## src/rtl/rr_arb.sv

```systemverilog
// rr_arb - round-robin arbiter with grant hold.
//
// Shares one resource among REQ requesters. The next owner is chosen by a
// rotated priority search that starts just after the previous winner. An
// owner keeps the grant until it asserts done or the hold timeout expires.
// A release with requests pending re-arbitrates on the same edge, so there
// is no idle cycle between owners.
//
// Ports
//   clk          rising-edge clock
//   reset_       synchronous, active-low reset
//   req[REQ]     per-requester request, active high
//   done         current owner releases the resource (ignored when idle)
//   grant[REQ]   registered one-hot grant, all-zero when idle
//   grant_valid  registered, high while a grant is active
//   grant_id     registered binary owner index, 0 when idle
//   expire       one-cycle pulse: previous grant was revoked by timeout
module rr_arb #(
  parameter int unsigned REQ      = 8,
  parameter int unsigned REQ_W    = $clog2(REQ),
  parameter int unsigned MAX_HOLD = 16,
  parameter int unsigned HOLD_W   = (MAX_HOLD == 0) ? 1 : $clog2(MAX_HOLD + 1)
) (
  input  logic             clk,
  input  logic             reset_,
  input  logic [REQ-1:0]   req,
  input  logic             done,
  output logic [REQ-1:0]   grant,
  output logic             grant_valid,
  output logic [REQ_W-1:0] grant_id,
  output logic             expire
);

  typedef enum logic {IDLE, BUSY} state_t;

  localparam logic [HOLD_W-1:0] HOLD_LAST =
    (MAX_HOLD == 0) ? '0 : HOLD_W'(MAX_HOLD - 1);

  state_t             state, state_nxt;
  logic [REQ_W-1:0]   last_id, last_id_nxt;
  logic [HOLD_W-1:0]  hold_cnt, hold_cnt_nxt;
  logic [REQ-1:0]     grant_nxt;
  logic               grant_valid_nxt;
  logic [REQ_W-1:0]   grant_id_nxt;
  logic               expire_nxt;

  logic [REQ_W-1:0]   win_id;
  logic               any_req;
  logic               timeout;
  logic               release_ev;

  // Rotated search: offsets 1..REQ from last_id. Offset REQ lands on last_id
  // itself, so the previous winner only wins again when it is alone.
  always_comb begin
    win_id  = '0;
    any_req = 1'b0;
    for (int unsigned k = 1; k <= REQ; k++) begin
      if (!any_req && req[(32'(last_id) + k) % REQ]) begin
        any_req = 1'b1;
        win_id  = REQ_W'((32'(last_id) + k) % REQ);
      end
    end
  end

  // A done in the timeout cycle takes precedence, so expire stays low then.
  assign timeout    = (MAX_HOLD != 0) && (state == BUSY) &&
                      (hold_cnt == HOLD_LAST) && !done;
  assign release_ev = (state == BUSY) && (done || timeout);

  always_comb begin
    state_nxt       = state;
    last_id_nxt     = last_id;
    hold_cnt_nxt    = hold_cnt;
    grant_nxt       = '0;
    grant_valid_nxt = 1'b0;
    grant_id_nxt    = '0;
    expire_nxt      = 1'b0;

    case (state)
      IDLE: begin
        if (any_req) begin
          state_nxt       = BUSY;
          last_id_nxt     = win_id;
          hold_cnt_nxt    = '0;
          grant_nxt       = REQ'(1) << win_id;
          grant_valid_nxt = 1'b1;
          grant_id_nxt    = win_id;
        end
      end
      BUSY: begin
        if (release_ev) begin
          expire_nxt = timeout;
          if (any_req) begin
            last_id_nxt     = win_id;
            hold_cnt_nxt    = '0;
            grant_nxt       = REQ'(1) << win_id;
            grant_valid_nxt = 1'b1;
            grant_id_nxt    = win_id;
          end else begin
            state_nxt = IDLE;
          end
        end else begin
          grant_nxt       = grant;
          grant_valid_nxt = grant_valid;
          grant_id_nxt    = grant_id;
          if (hold_cnt != HOLD_LAST) begin
            hold_cnt_nxt = hold_cnt + HOLD_W'(1);
          end
        end
      end
      default: state_nxt = IDLE;
    endcase
  end

  always_ff @(posedge clk) begin
    if (!reset_) begin
      state       <= IDLE;
      last_id     <= REQ_W'(REQ - 1);
      hold_cnt    <= '0;
      grant       <= '0;
      grant_valid <= 1'b0;
      grant_id    <= '0;
      expire      <= 1'b0;
    end else begin
      state       <= state_nxt;
      last_id     <= last_id_nxt;
      hold_cnt    <= hold_cnt_nxt;
      grant       <= grant_nxt;
      grant_valid <= grant_valid_nxt;
      grant_id    <= grant_id_nxt;
      expire      <= expire_nxt;
    end
  end

endmodule

```

## config.mk

```make
export PLATFORM = sky130hd
export DESIGN_NAME = rr_arb
export DESIGN_NICKNAME = d
export VERILOG_FILES = /design/src/rtl/rr_arb.sv
export SDC_FILE = /design/constraint.sdc
export NUM_CORES = 1
export LEC_CHECK = 0
export ABC_AREA = 0
export BUFFER_PORTS_ARGS = -buffer_cell sky130_fd_sc_hd__buf_2
export CAP_MARGIN = 30
export CORE_UTILIZATION = 41
export CTS_BUF_LIST = sky130_fd_sc_hd__clkbuf_4 sky130_fd_sc_hd__clkbuf_8
export DETAILED_ROUTE_END_ITERATION = 8
export PLACE_DENSITY_LB_ADDON = 0.05
export SLEW_MARGIN = 20
export SYNTH_ARGS = -nofsm -noshare
export SYNTH_HDL_FRONTEND = slang
export SYNTH_SLANG_ARGS = --single-unit
```

## constraint.sdc

```tcl
create_clock -name clk -period 3.9 [get_ports clk]
set_input_delay 0.975 -clock clk [delete_from_list [all_inputs] [get_ports clk]]
set_output_delay 0.975 -clock clk [all_outputs]
set_load 0.1 [all_outputs]
```

# --- Word-level counts from Yosys, hierarchy flattened ---
# Index checks and enable logic that the tools add are counted.
totals:
  regBits: 22
  inputBits: 11
  out_inout_bits: 13
  word_cells: 100
classes:
  add_sub_neg: 9
  order_cmp: 8
  eq_ne: 4
  n_shift: 1
  n_mux: 50
  bitwise_logic: 1
  reduce_logical: 20
ops:
  columns: ["cell", "count"]
  rows:
  - ["2-to-1 mux 3 bit", 12]
  - ["< comparator 3 x 4 -> 1 bit, second input constant", 8]
  - ["binary-select mux 1 bit (select 3 bit)", 8]
  - ["2-to-1 mux 1 bit", 19]
  - ["2-to-1 mux 8 bit", 2]
  - ["one-hot mux 8 bit (2 select lines)", 1]
  - ["2-to-1 mux 5 bit", 3]
  - ["adder 3 bit, second input constant", 4]
  - ["one-hot mux 3 bit (2 select lines)", 2]
  - ["logical AND 1 bit", 10]
  - ["one-hot mux 5 bit (2 select lines)", 1]
  - ["zero test 1 bit", 8]
  - ["<< shifter 1 x 3 -> 8 bit, first input constant", 1]
  - ["adder 3 x 1 -> 3 bit, second input constant", 2]
  - ["adder 3 x 2 -> 3 bit, second input constant", 2]
  - ["adder 5 x 1 -> 5 bit, second input constant", 1]
  - ["equality test 5 x 4 -> 1 bit, second input constant", 1]
  - ["!= test 5 x 4 -> 1 bit, second input constant", 1]
  - ["one-hot mux 1 bit (2 select lines)", 2]
  - ["!= test 3 x 1 -> 1 bit, second input constant", 1]
  - ["AND reduction 3 bit", 1]
  - ["!= test 2 x 1 -> 1 bit, second input constant", 1]
  - ["logical OR 1 bit", 1]
  - ["NOT 1 bit", 1]

# --- Logic depth before layout (Yosys ltp) ---
depth:
  ltp_word: 29
  depth_mapped: 13
  mapped_depth_nobuf: 9

# --- Least setup slack after synthesis ---
# OpenSTA, ideal clock, no wires.
synth_timing:
  kind: "flip-flop to flip-flop"
  from: "register last_id[1]"
  to: "register grant[0]"
  setup_time_ns: 0.119
  arrival_ns: 3.506
  t_required_ns: 3.781
  slack_ns: 0.276
  stages_incl_launch_ff: 13
  n_path_buf: 3
  period_less_slack_ns: 3.624
  path_cell_list: "dfxtp_1 -> clkbuf_1 -> buf_2 -> inv_1 -> ha_1 -> buf_6 -> mux2_2 -> mux4_2 -> or4_4 -> a211o_4 -> nand2_4 -> nor2_1 -> a32o_1"
synth_via:
  elab_chain_len: 29
  elab_cells_between_ends: 58
  cone_classes: "add/sub: 8; shift: 1; mux: 35; reduce/logical: 14"
synth_rtl:
  columns: ["item", "line", "rtl"]
  rows:
  - ["from (decl)", "40", "logic [REQ_W-1:0] last_id, last_id_nxt;"]
  - ["from (signal assigned)", "118", "last_id <= REQ_W'(REQ - 1);"]
  - ["from (signal assigned)", "126", "last_id <= last_id_nxt;"]
  - ["adder 3 x 1 -> 3 bit", "58, 60", null]
  - ["binary-select mux 1 bit (select 3 bit)", "58", "if (!any_req && req[(32'(last_id) + k) % REQ]) begin"]
  - ["2-to-1 mux 1 bit (implied by the code)", "58", null]
  - ["2-to-1 mux 1 bit", "58", null]
  - ["zero test 1 bit", "58", null]
  - ["logical AND 1 bit", "58", null]
  - ["2-to-1 mux 1 bit", "58", null]
  - ["zero test 1 bit", "58", null]
  - ["[13 not listed]", null, null]
  - ["2-to-1 mux 1 bit", "58", null]
  - ["zero test 1 bit", "58", null]
  - ["logical AND 1 bit", "58", null]
  - ["2-to-1 mux 3 bit", "58", null]
  - ["<< shifter 1 x 3 -> 8 bit", "85, 96", null]
  - ["2-to-1 mux 8 bit *", "81, 93", null]
  - ["2-to-1 mux 8 bit", "91", "if (release_ev) begin"]
  - ["one-hot mux 8 bit (2 select lines) *", "79", "case (state)"]
  - ["to (signal assigned)", "128", "grant <= grant_nxt;"]
  - ["to (decl)", "28", "output logic [REQ-1:0] grant,"]
# Every way passes the cells marked *; elsewhere a longest branch is shown, timed or not. The select of a mux whose other input is x is not followed.
# A chain may end at the register's enable or synchronous reset.

# --- Worst setup path in the final report ---
layout_timing:
  from: "register last_id[0]"
  to: "register grant[2]"
# Same word-level chain as after synthesis.

==> results.py <==
metrics = {
    "clock_network": {
        "clk_path_buf_depth": 2,
        "cts_resized": 0,
        "cts_hold_buffers": 0,
        "insertion_delay_ns": 0.26,
        "cts_post_setup_buffers_inserted": 0,
        "htree_levels": 1,
        "clk_pin_slew_ns": 0.08,
        "cts_tree": "done",
        "clock-sinks": 22,
        "root_buffer": "clkbuf_8",
        "cts_made_buffers": 3,
    },
    "sta": {
        "slew_headroom": 0.652,
        "max_freq_mhz": 285,
        "final.setup.tns_ns": 0,
        "finalMaxSlewViolations": 0,
        "fin_crit_ns": 3.51,
        "finalSetupViolCount": 0,
        "hold_viol_final": 0,
        "grt_setup_unrepaired": "no",
        "clock_skew_ns": 0.00276,
        "holdWs_ns": 0.459,
        "worstMarginPinSlew_ns": 0.520,
        "fin_crit_sh": 0.900,
    },
    "logic_synthesis": {
        "synth.largest_area_cell": "dfxtp_1",
        "synth_top_cells_by_count": "dfxtp_1, mux2i_1, nor2_1, nand2_1, mux4_2",
        "yosysUniqueCellTypes": 48,
        "synth_top_area_share": 0.247,
        "ys_seq_area_frac": 0.247,
        "syn_area_um2": 1780,
        "synth-async-reset-ratio": 0,
        "yosys_warnings": 0,
        "yosys-top-cells-area": "dfxtp_1, mux4_2, mux2i_1",
        "yosysMostFrequentCell": "dfxtp_1",
        "avgSynthCellArea_um2": 9.58,
        "ys_ff_latch": 22,
        "synth_edf_count": 0,
        "synth_nets": 201,
        "synth_flop_cell": "dfxtp_1",
        "syn-instance-count": 186,
    },
    "drt": {
        "wl_per_cell_um": 16.0,
        "drt_iter0_markers": 106,
        "viasPerCell": 5.94,
        "drt_first_pass_iters": 4,
        "remaining_drc_errors": 0,
        "drtAntennaViolNets": 0,
        "wirelength_mm": 4.17,
        "vias": 1544,
    },
    "final_layout": {
        "seq_area_um2": 440,
        "drive_gt1_frac": 0.295,
        "synthToLayoutAreaGrowth_pct": 14.0,
        "num-fill-cells": 392,
        "multi_input_area_um2": 1260,
        "final_nets": 226,
        "antenna_cells": 0,
        "final_area_um2": 2030,
    },
    "worst_hold_path": {
        "hold_class": "reg -> reg",
    },
    "critical_path": {
        "critPathArrivalTime_ns": 3.66,
        "endpoint": "grant[2]",
        "worstSetupPathType": "reg -> reg",
        "crit_family": "multiplexers",
        "r2r_start": "last_id[0]",
        "slowest_stage": "or4_4",
        "slowest_delay_ns": 0.60,
        "cp_max_fo": 10,
        "startpoint": "last_id[0]",
        "crit_path_start_kind": "flip-flop",
        "critPathBufInv": 1,
        "cp_cell_sequence": "inv_1, ha_1, mux2_2, mux4_2, or4_4, a211o_4, nand2_4, nor2_1, a32o_1",
        "end_kind": "flip-flop",
        "r2r_cells": 9,
        "r2r_slack_ns": 0.39,
        "worstPathRequired_ns": 4.05,
        "cp.depth": 9,
        "reg2reg_to": "grant[2]",
    },
    "grt": {
        "globalRouteTotalUtil": 0.201,
        "grt_pass1_vias": 1511,
        "grt_max_degree": 18,
        "antenna_found_initial": 0,
        "gr-total-overflow": 0,
        "grt_pass1_wl_mm": 7.09,
    },
    "status": {
        "status": "complete, no violations",
    },
    "die": {
        "die_width_um": 67.9,
        "placementRows": 23,
        "dieArea_um2": 4610,
        "coreArea_um2": 4090,
        "initial_utilization": 0.436,
        "die_h_um": 67.9,
        "ios": 24,
    },
    "placed_design": {
        "gp_congestion": 0.861,
        "place_area_um2": 1960,
        "dp.final_hpwl_mm": 3.19,
        "io_buffers": 23,
    },
    "flow_run": {
        "timing.max_cap.violations": 0,
    },
}
## final cells by class
type                    instances  share of cell area
multi-input cells             147               0.622
flip-flops and latches         22               0.217
repair buffers                 30              0.0825
well taps                      50              0.0308
clock buffers                   3              0.0203
clock inverters                 1              0.0148
inverters                       7              0.0129
## tightest hold or removal path, cell delays in order (launching register included)
cell,delay (ns)
dfxtp_1,0.31
nand2_1,0.05
a21oi_1,0.05
## placed cells by master (no fill, tap or decap), drive strengths merged, types with 5 or more instances in the layout
cell type / Yosys / final
a32o: 5 / 5
buf: 7 / 30
nor2: 16 / 16
nand3: 5 / 5
nand3b: 5 / 5
mux4: 12 / 12
nand2: 15 / 15
a21oi: 11 / 11
dfxtp: 22 / 22
mux2i: 16 / 16
mux2: 8 / 8
inv: 7 / 7
## through the flow
step / util / setup slack [ns] / cells
finish: 0.497 / 0.390 / 260
global placement: 0.480 / 0.422 / 256
detailed placement: 0.480 / 0.395 / 256
floorplan: - / 0.276 / 186
global route: 0.497 / 0.235 / 260
CTS: 0.497 / 0.403 / 260
## state kept, by name (all words and copies together) (netlist names)
register and cells:
expire 1, grant 8, grant_id 3, grant_valid 1, hold_cnt 5, last_id 3, state 1
## worst min-delay path by stage
stage                     start     endpoint  cells after the start
CTS                 grant_id[2]  grant_id[2]                      2
global placement    grant_id[2]  grant_id[2]                      2
finish              grant_id[2]  grant_id[2]                      2
detailed placement  grant_id[2]  grant_id[2]                      2
global route        grant_id[0]  grant_id[0]                      2
floorplan           hold_cnt[4]  hold_cnt[4]                      2
## kinds of logic after synthesis
family,synth area share
AO/OA/AOI/OAI,0.174
XOR/XNOR,0.0295
adder cells (fa/ha/maj),0.0281
buffers and inverters,0.0435
flip-flops,0.247
multiplexers,0.292
AND/OR/NAND/NOR,0.185
## per-layer routing
metal / routed length (um) / GRT usage
met1: 1890 / 0.272
met2: 2010 / 0.332
met3: 192 / 0.0167
met4: 74 / 0.0729
met5: 0 / 0
Power is not shown: default switching activity piles up to over one toggle a cycle in this logic, so the estimate is an artifact.
